===== config.mk =====
export PLATFORM = sky130hd
export DESIGN_NAME = ibex_obi_avalon_arb
export DESIGN_NICKNAME = d
export VERILOG_FILES = /design/src/rtl/ibex_arb_pkg.sv /design/src/rtl/ibex_arb_src_fifo.sv /design/src/rtl/ibex_obi_avalon_arb.sv
export SDC_FILE = /design/constraint.sdc
export NUM_CORES = 1
export LEC_CHECK = 0
export ABC_AREA = 1
export CELL_PAD_IN_SITES_DETAIL_PLACEMENT = 0
export CELL_PAD_IN_SITES_GLOBAL_PLACEMENT = 2
export CORE_UTILIZATION = 23
export DETAILED_ROUTE_END_ITERATION = 8
export PLACE_DENSITY_LB_ADDON = 0.1
export SLEW_MARGIN = 0
export SYNTH_ARGS = -nofsm -noshare
export SYNTH_HDL_FRONTEND = slang
export SYNTH_SLANG_ARGS = --single-unit

===== constraint.sdc =====
create_clock -name clk_i -period 6.5 [get_ports clk_i]
set_input_delay 1.3 -clock clk_i [delete_from_list [all_inputs] [get_ports clk_i]]
set_output_delay 1.3 -clock clk_i [all_outputs]
set_load 0.05 [all_outputs]

===== src/rtl/ibex_arb_pkg.sv =====
// Shared types for the Ibex OBI-to-Avalon arbiter: source IDs, FSM states
// and the Avalon command bundle.
package ibex_arb_pkg;

   typedef enum logic {
      SRC_INSTR = 1'b0,
      SRC_DATA  = 1'b1
   } arb_src_e;

   typedef enum logic {
      ARB_IDLE,
      ARB_HOLD
   } arb_state_e;

   typedef struct packed {
      logic [31:0] addr;
      logic        read;
      logic        write;
      logic [3:0]  be;
      logic [31:0] wdata;
   } avm_cmd_t;

endpackage


===== src/rtl/ibex_arb_src_fifo.sv =====
// In-order FIFO of source IDs for accepted-but-unanswered Avalon commands.
// Depth must be a power of two so the pointers wrap naturally.
module ibex_arb_src_fifo
   import ibex_arb_pkg::*;
#(
   parameter int unsigned Depth = 4,
   localparam int unsigned PtrW = $clog2(Depth),
   localparam int unsigned CntW = $clog2(Depth + 1)
) (
   input  logic            clk_i,
   input  logic            rst_ni,
   input  logic            push_i,
   input  arb_src_e        push_src_i,
   input  logic            pop_i,
   output logic            full_o,
   output logic            empty_o,
   output logic [CntW-1:0] count_o,
   output arb_src_e        head_o
);

   arb_src_e        mem_q [Depth];
   logic [PtrW-1:0] wr_ptr_q, rd_ptr_q;
   logic [CntW-1:0] count_q;
   logic            wr_en, rd_en;

   assign full_o  = (count_q == CntW'(Depth));
   assign empty_o = (count_q == '0);
   assign count_o = count_q;
   assign head_o  = mem_q[rd_ptr_q];

   // a pop while full frees its slot only from the next cycle
   assign wr_en = push_i & ~full_o;
   assign rd_en = pop_i & ~empty_o;

   always_ff @(posedge clk_i) begin
      if (wr_en) mem_q[wr_ptr_q] <= push_src_i;
   end

   always_ff @(posedge clk_i or negedge rst_ni) begin
      if (!rst_ni) begin
         wr_ptr_q <= '0;
         rd_ptr_q <= '0;
         count_q  <= '0;
      end else begin
         if (wr_en) wr_ptr_q <= wr_ptr_q + PtrW'(1);
         if (rd_en) rd_ptr_q <= rd_ptr_q + PtrW'(1);
         case ({wr_en, rd_en})
            2'b10:   count_q <= count_q + CntW'(1);
            2'b01:   count_q <= count_q - CntW'(1);
            default: count_q <= count_q;
         endcase
      end
   end

endmodule


===== src/rtl/ibex_obi_avalon_arb.sv =====
// Merges Ibex instruction and data OBI ports onto one pipelined Avalon-MM host.
// Optional error reporting from avm_response_i is enabled by IBEX_ARB_RESP_ERR_EN.
module ibex_obi_avalon_arb
   import ibex_arb_pkg::*;
#(
   parameter int unsigned MaxOutstanding = 4
) (
   input  logic        clk_i,
   input  logic        rst_ni,
   input  logic        instr_req_i,
   input  logic [31:0] instr_addr_i,
   output logic        instr_gnt_o,
   output logic        instr_rvalid_o,
   output logic [31:0] instr_rdata_o,
   output logic        instr_err_o,
   input  logic        data_req_i,
   input  logic        data_we_i,
   input  logic [3:0]  data_be_i,
   input  logic [31:0] data_addr_i,
   input  logic [31:0] data_wdata_i,
   output logic        data_gnt_o,
   output logic        data_rvalid_o,
   output logic [31:0] data_rdata_o,
   output logic        data_err_o,
   output logic [31:0] avm_address_o,
   output logic        avm_read_o,
   output logic        avm_write_o,
   output logic [3:0]  avm_byteenable_o,
   output logic [31:0] avm_writedata_o,
   input  logic        avm_waitrequest_i,
   input  logic [31:0] avm_readdata_i,
   input  logic        avm_readdatavalid_i,
   input  logic        avm_writeresponsevalid_i,
   input  logic [1:0]  avm_response_i
);

   localparam int unsigned CntW = $clog2(MaxOutstanding + 1);

   arb_state_e      state_q;
   arb_src_e        last_src_q, hold_src_q, sel, fifo_head;
   avm_cmd_t        hold_cmd_q, instr_cmd, data_cmd, cmd;
   logic            present, accept, resp_valid, pop;
   logic            fifo_full, fifo_empty;
   logic [CntW-1:0] fifo_count;

   always_comb begin
      instr_cmd = '{addr: instr_addr_i, read: 1'b1, write: 1'b0, be: 4'hF, wdata: '0};
      data_cmd  = '{addr: data_addr_i, read: ~data_we_i, write: data_we_i,
                    be: data_be_i, wdata: data_wdata_i};
      sel       = SRC_INSTR;
      present   = 1'b0;
      cmd       = instr_cmd;
      if (state_q == ARB_HOLD) begin
         // replay the latched command so nothing on avm_* moves while stalled
         sel     = hold_src_q;
         present = 1'b1;
         cmd     = hold_cmd_q;
      end else begin
         if (instr_req_i && data_req_i)
            sel = (last_src_q == SRC_INSTR) ? SRC_DATA : SRC_INSTR;
         else if (data_req_i)
            sel = SRC_DATA;
         present = (instr_req_i | data_req_i) & ~fifo_full;
         cmd     = (sel == SRC_DATA) ? data_cmd : instr_cmd;
      end
   end

   assign accept           = present & ~avm_waitrequest_i;
   assign avm_address_o    = cmd.addr;
   assign avm_read_o       = present & cmd.read;
   assign avm_write_o      = present & cmd.write;
   assign avm_byteenable_o = cmd.be;
   assign avm_writedata_o  = cmd.wdata;
   assign instr_gnt_o      = accept & (sel == SRC_INSTR);
   assign data_gnt_o       = accept & (sel == SRC_DATA);

   always_ff @(posedge clk_i or negedge rst_ni) begin
      if (!rst_ni) begin
         state_q    <= ARB_IDLE;
         last_src_q <= SRC_DATA;
         hold_src_q <= SRC_INSTR;
         hold_cmd_q <= '0;
      end else begin
         if (accept) last_src_q <= sel;
         case (state_q)
            ARB_IDLE: begin
               if (present && avm_waitrequest_i) begin
                  state_q    <= ARB_HOLD;
                  hold_src_q <= sel;
                  hold_cmd_q <= cmd;
               end
            end
            ARB_HOLD: begin
               if (!avm_waitrequest_i) state_q <= ARB_IDLE;
            end
            default: state_q <= ARB_IDLE;
         endcase
      end
   end

   ibex_arb_src_fifo #(
      .Depth (MaxOutstanding)
   ) u_src_fifo (
      .clk_i      (clk_i),
      .rst_ni     (rst_ni),
      .push_i     (accept),
      .push_src_i (sel),
      .pop_i      (pop),
      .full_o     (fifo_full),
      .empty_o    (fifo_empty),
      .count_o    (fifo_count),
      .head_o     (fifo_head)
   );

   assign resp_valid     = avm_readdatavalid_i | avm_writeresponsevalid_i;
   assign pop            = resp_valid & ~fifo_empty;
   assign instr_rvalid_o = pop & (fifo_head == SRC_INSTR);
   assign data_rvalid_o  = pop & (fifo_head == SRC_DATA);
   assign instr_rdata_o  = avm_readdata_i;
   assign data_rdata_o   = avm_readdata_i;

`ifdef IBEX_ARB_RESP_ERR_EN
   assign instr_err_o = instr_rvalid_o & (avm_response_i != 2'b00);
   assign data_err_o  = data_rvalid_o & (avm_response_i != 2'b00);
`else
   logic unused_response;
   assign unused_response = ^avm_response_i;
   assign instr_err_o     = 1'b0;
   assign data_err_o      = 1'b0;
`endif

   a_no_orphan_resp: assert property (@(posedge clk_i) disable iff (!rst_ni)
      !(resp_valid && fifo_empty));
   a_single_resp: assert property (@(posedge clk_i) disable iff (!rst_ni)
      !(avm_readdatavalid_i && avm_writeresponsevalid_i));
   a_count_bound: assert property (@(posedge clk_i) disable iff (!rst_ni)
      fifo_count <= CntW'(MaxOutstanding));

endmodule


==> summary.md, run 1 <==
| Metric | Value |
|---|---|
| Status | `finished clean` |
| Worst hold slack | `0.479 ns` |
| Setup CP Type | `input pin to output port` |
| Syn avg cell area | `7.55 um2` |
| Synthesis-to-layout area growth | `21.9%` |
| GR peak layer | `met2` |
| Setup tns final | `0 ns` |
| Core footprint | `0.0251 mm2` |
| Met2 GRT Util | `0.185` |
| VDD IR max | `192 uV` |
| Die area | `0.0261 mm2` |
| Final setup violation count | `0` |
| Global-route track usage on met1 | `0.154` |
| Pwr per Cell Area | `411 mW/mm2` |
| Mux share of post-synthesis cell area | `0` |
| CTS tree | `built` |
| Post-CTS Resized | `0` |
| Register area share after synthesis | `0.363` |
| Die W | `162 um` |
| Post-DRT Antenna Nets | `0` |
| Leakage power | `3.35 nW` |
| Final RePlAce weighted congestion | `0.697` |
| H-tree depth | `3` |
| Post-synthesis adder-cell area fraction | `0.0141` |
| Setup Skew | `0.00838 ns` |
| Setup Buffers After CTS | `0` |
| EDFF count, synth | `4` |
| GRT Total Usage | `0.120` |
| Critical Path Source Type | `input pin` |
| Xor-xnor portion of the synthesized cell area | `0.00449` |
| Latest clock arrival within the worst-skew pair | `0.35 ns` |
| Met3 usage in global routing | `0.0395` |
| Final HPWL DP | `10.3 mm` |
| Post-synth ARST share | `0.952` |
| Largest net degree at the start of global routing | `94` |
| Vias | `4,549` |
| Via/cell ratio | `4.00` |
| Reg-to-Reg End | `hold_cmd_q[35]` |
| Synth cell types | `30` |
| Worst Reg-to-Reg Cells | `5` |
| GRT overflow | `0` |
| Cts bufs inserted | `9` |
| Ys flop type | `dfrtp_1` |
| Worst-path clk slew | `0.06 ns` |
| Hold_buf cts | `0` |
| Port bufs | `181` |
| Max Fanout on Critical Path | `32` |
| Clk Tree Root Cell | `clkbuf_16` |
| Final wirelength | `14.9 mm` |
| R2R Setup Slk | `2.95 ns` |
| Share of cells above drive strength 1 | `0.0979` |
| Fin nets | `950` |
| DR WL/cell | `13.1 um` |
| Ys Warns | `0` |
| # DRC | `0` |
| Pre-antenna DRT Iters | `4` |
| Crit path from | `data_req_i` |
| Max-Cap Viols | `0` |
| Ports | `282` |
| First-pass GRT wire length | `24.3 mm` |
| Synth Instances | `776` |
| Worst Hold Depth | `2` |
| Synth Area in Simple Gates | `0.218` |
| CP Capture Type | `output port` |
| Starting Density | `0.233` |
| Placed Area | `0.00683 mm2` |
| Die Y | `162 um` |
| Most frequent cells in the layout | `282 x nand2_1, 180 x clkdlybuf4s50_1, 78 x dfrtp_1, 64 x inv_1, 60 x o21ai_0` |
| Final Instance Area | `0.00714 mm2` |
| Fin crit share | `0.822` |
| Worst rel slew slack | `0.319` |
| Hold Fails Final Rpt | `0` |
| Slew @ Worst Pin | `1.02 ns` |
| RR Startpoint | `state_q` |
| Initial antenna violation count | `0` |
| Longest Clk Path Bufs | `2` |
| Hold WC Path Type | `flip-flop to flip-flop` |
| Final Max Slew Viols | `0` |
| Register bit total from synthesis | `84` |
| Worst EP required | `5.20 ns` |
| Minimum clock period | `5.34 ns` |
| FP Rows | `58` |
| Arr. time, crit path | `4.04 ns` |
| # diodes | `0` |
| Commonest non-fill, non-tap cell in the layout | `nand2_1` |
| Clock sink count | `84` |
| Syn Std Cell Area | `0.00586 mm2` |
| Crit path to | `avm_writedata_o[28]` |
| Largest family of logic cells by synthesized area | `buffers and inverters` |
| DR iter-0 viols | `210` |
| Unrepaired setup endpoints after global routing | `no` |
| Vias in the first global route | `4,551` |
| Compound-Gate Fraction of Synth Area | `0.138` |
| Fmax | `187 MHz` |
[through the flow]
stage / setup slack, ns / total power, mW / cells / utilization
5_1_grt: 0.812 / 3.16 / 1137 / 0.284
2_1_floorplan: 2.75 / 2.22 / 777 / -
4_1_cts: 1.08 / 3.00 / 1137 / 0.284
6_report: 1.16 / 2.93 / 1137 / 0.284
3_3_place_gp: 1.12 / 2.39 / 1121 / 0.272
3_5_place_dp: 1.11 / 2.41 / 1121 / 0.272
[layer usage]
| layer | routed length, um | vias up | part of all wire |
|---|---|---|---|
| met5 | 0 | - | 0 |
| met1 | 6990 | 2052 | 0.47 |
| met4 | 229 | 0 | 0.015 |
| met3 | 1250 | 13 | 0.084 |
| li1 | - | 2323 | - |
| met2 | 6410 | 161 | 0.43 |
[where the power goes]
part           internal, mW  switching, mW  total (mW)  leakage (nW)
clock                 0.336          0.228       0.564         0.153
sequential            0.746          0.145       0.891          1.05
combinational         0.509          0.970        1.48          2.15
total                  1.59           1.34        2.93          3.35
[Yosys cell counts, drive strengths merged, types with 2 or more instances]
master / number / area share
inv: 67 / 0.043
o21ai: 121 / 0.13
nand2: 286 / 0.19
ha: 5 / 0.011
clkbuf: 9 / 0.0060
dfrtp: 79 / 0.34
a21oi: 4 / 0.0034
xor2: 2 / 0.0030
nand3: 16 / 0.015
or2: 4 / 0.0043
edfxtp: 4 / 0.021
nor2: 9 / 0.0058
nand4: 3 / 0.0058
o211ai: 2 / 0.0026
buf: 161 / 0.21
[worst max-delay path: stages]
cell             delay, ns
clkdlybuf4s50_1       0.84
nand3_2               0.24
inv_2                 0.51
nand2_1               0.21
nand2_1               0.11
clkdlybuf4s50_1       0.83
[how the worst min path moves through the flow]
| stage | start | end | slack (ns) |
|---|---|---|---|
| floorplan | hold_cmd_q[32] | hold_cmd_q[32] | 0.45 |
| global placement | hold_cmd_q[33] | hold_cmd_q[33] | 0.46 |
| detailed placement | hold_cmd_q[17] | hold_cmd_q[17] | 0.47 |
| CTS | hold_cmd_q[26] | hold_cmd_q[26] | 0.48 |
| global route | hold_cmd_q[7] | hold_cmd_q[7] | 0.49 |
| finish | hold_cmd_q[49] | hold_cmd_q[49] | 0.48 |
[flip-flops by register name, indices dropped and copies added, names as in the netlist]
signal               flops
u_src_fifo.wr_ptr_q      2
last_src_q               1
u_src_fifo.count_o       3
u_src_fifo.mem_q         4
u_src_fifo.rd_ptr_q      2
hold_cmd_q              70
hold_src_q               1
state_q                  1
[layout make-up]
class	count	area, um2
flip-flops and latches	84	2130
clock buffers	9	225
clock inverters	7	90.1
inverters	67	251
well taps	330	413
repair buffers	184	1830
multi-input cells	456	2200
fillers	2769	18000
[logic make-up after synthesis]
kind of cell,after synthesis
AOI/OAI and AO/OA,127
xor gates and xnor gates,3
adders and majority gates,6
buffers and inverters,237
DFF,84
other,1
and+or+nand+nor,318
Note: power is estimated with default switching activity, not from simulation.
==> run 2: changes to the inputs <==
CORE_UTILIZATION = 22   (was 23)
clock period = 5.5 ns   (was 6.5 ns; I/O delays follow)
==> run 2 against run 1 <==
- utilization shrank 1.0 points
- non-clock buffer count is 2 higher
- worst setup slack got worse by 0.45 ns
- hold slack better by 0.0023 ns
- sequential share of layout area is the same
- combinational power up 21%
- clock skew fell by 0.0013 ns
- cell area unchanged
==> summary.md, run 2 (synthesis gave the netlist of run 1 again) <==
| Metric | Value |
|---|---|
| Pwr per Cell Area | `481 mW/mm2` |
| Fin nets | `952` |
| Final RePlAce weighted congestion | `0.690` |
| Latest clock arrival within the worst-skew pair | `0.34 ns` |
| Hold Fails Final Rpt | `0` |
| Slowest cell on crit path | `clkdlybuf4s50_1` |
| Final core utilization | `0.274` |
| Leakage power | `3.34 nW` |
| Longest Clk Path Bufs | `2` |
| Largest net degree at the start of global routing | `93` |
| Die W | `165 um` |
| Final Max Slew Viols | `0` |
| Crit path largest cell delay | `0.81 ns` |
| Biggest register | `hold_cmd_q` |
| Hold Crit Start | `hold_cmd_q[41]` |
| Pre-antenna DRT Iters | `5` |
| Worst EP required | `4.40 ns` |
| Hold WC Path Type | `flip-flop to flip-flop` |
| Minimum clock period | `4.79 ns` |
| CTS tree | `built` |
| Worst Hold Depth | `2` |
| H-tree depth | `3` |
| Vias | `4,526` |
| Max Fanout on Critical Path | `32` |
| Fin crit share | `0.872` |
| Post-CTS Resized | `0` |
| Share of cells above drive strength 1 | `0.0989` |
| Commonest non-fill, non-tap cell in the layout | `nand2_1` |
| Hold_buf cts | `0` |
| Critical Path Source Type | `input pin` |
| DR iter-0 viols | `265` |
| Arr. time, crit path | `3.69 ns` |
| Ports | `282` |
| Initial antenna violation count | `0` |
| Setup tns final | `0 ns` |
| VDD IR max | `314 uV` |
| Die area | `0.0273 mm2` |
| Hold EP | `hold_cmd_q[41]` |
| Post-DRT Antenna Nets | `0` |
| Worst-path cell chain | `clkdlybuf4s50_1 -> nand3_2 -> inv_2 -> nand2_1 -> nand2_1 -> clkdlybuf4s50_1` |
| CP Capture Type | `output port` |
| GRT overflow | `0` |
| Final HPWL DP | `10.5 mm` |
| RR Startpoint | `state_q` |
| Slew @ Worst Pin | `1.01 ns` |
| Clk Tree Root Cell | `clkbuf_16` |
| Worst-path clk slew | `0.06 ns` |
| Starting Density | `0.225` |
| Vias in the first global route | `4,667` |
| Most frequent cells in the layout | `282 x nand2_1, 180 x clkdlybuf4s50_1, 78 x dfrtp_1, 64 x inv_1, 60 x o21ai_0` |
| Via/cell ratio | `3.96` |
| Core footprint | `0.0261 mm2` |
| Setup Buffers After CTS | `0` |
| Synthesis-to-layout area growth | `21.9%` |
| Max FFs per register | `70` |
| Worst rel slew slack | `0.324` |
| Max-Cap Viols | `0` |
| # diodes | `0` |
| Port bufs | `181` |
| FP Rows | `59` |
| Fmax | `209 MHz` |
| Setup CP Type | `input pin to output port` |
| Clock sink count | `84` |
| Worst Reg-to-Reg Cells | `8` |
| Setup Skew | `0.00712 ns` |
| R2R Setup Slk | `2.76 ns` |
| Cts bufs inserted | `9` |
| GRT Total Usage | `0.117` |
| Die Y | `165 um` |
| # DRC | `0` |
| Final setup violation count | `0` |
| Unrepaired setup endpoints after global routing | `no` |
| Final wirelength | `15.3 mm` |
| Reg-to-Reg End | `u_src_fifo.count_o[2]` |
| First-pass GRT wire length | `24.5 mm` |
| Status | `finished clean` |
| DR WL/cell | `13.3 um` |
## run 2: worst max path at each step
stage                                endpoint       start  slack [ns]
after CTS                 avm_writedata_o[26]  data_req_i        0.60
after global placement    avm_writedata_o[24]  data_req_i        0.60
after global routing      avm_writedata_o[26]  data_req_i        0.43
final                     avm_writedata_o[26]  data_req_i        0.71
after floorplan                   instr_gnt_o  data_req_i        2.15
after detailed placement  avm_writedata_o[26]  data_req_i        0.60
## run 2: critical path, delay by kind of cell
kind,cells,cell delay (ns)
buf+inv,3,2.03
simple gates,3,0.55
## run 2: routing by layer
layer / up-vias / global-route usage / share of wire
li1: 2327 / - / -
met1: 2045 / 0.150 / 0.47
met2: 125 / 0.182 / 0.44
met3: 29 / 0.0350 / 0.081
met4: 0 / 0.0459 / 0.017
met5: - / 0 / 0
## run 2: cell type report
class | instances | area, um2
sequential | 84 | 2130
timing repair buffer | 186 | 1850
inverter | 67 | 251
tap | 335 | 419
clock inverter | 6 | 65.1
fill | 2850 | 18900
multi-input combinational | 456 | 2200
clock buffer | 10 | 229
## run 2: report_power, final
part           switching [mW]  leakage (nW)  total [mW]  internal, mW
Clock                   0.269         0.132       0.620         0.352
Sequential              0.137          1.05        1.02         0.882
Combinational            1.19          2.16        1.79         0.604
## run 2: per-stage QoR
| step | cells | worst slack [ns] | area (um2) | hold WS, ns | total power [mW] |
|---|---|---|---|---|---|
| floorplan | 777 | 2.15 | 5860 | 0.446 | 2.62 |
| global placement | 1128 | 0.600 | 6850 | 0.461 | 2.83 |
| detailed placement | 1128 | 0.605 | 6850 | 0.465 | 2.85 |
| CTS | 1144 | 0.600 | 7140 | 0.483 | 3.50 |
| global route | 1144 | 0.434 | 7140 | 0.508 | 3.70 |
| finish | 1144 | 0.706 | 7140 | 0.481 | 3.43 |
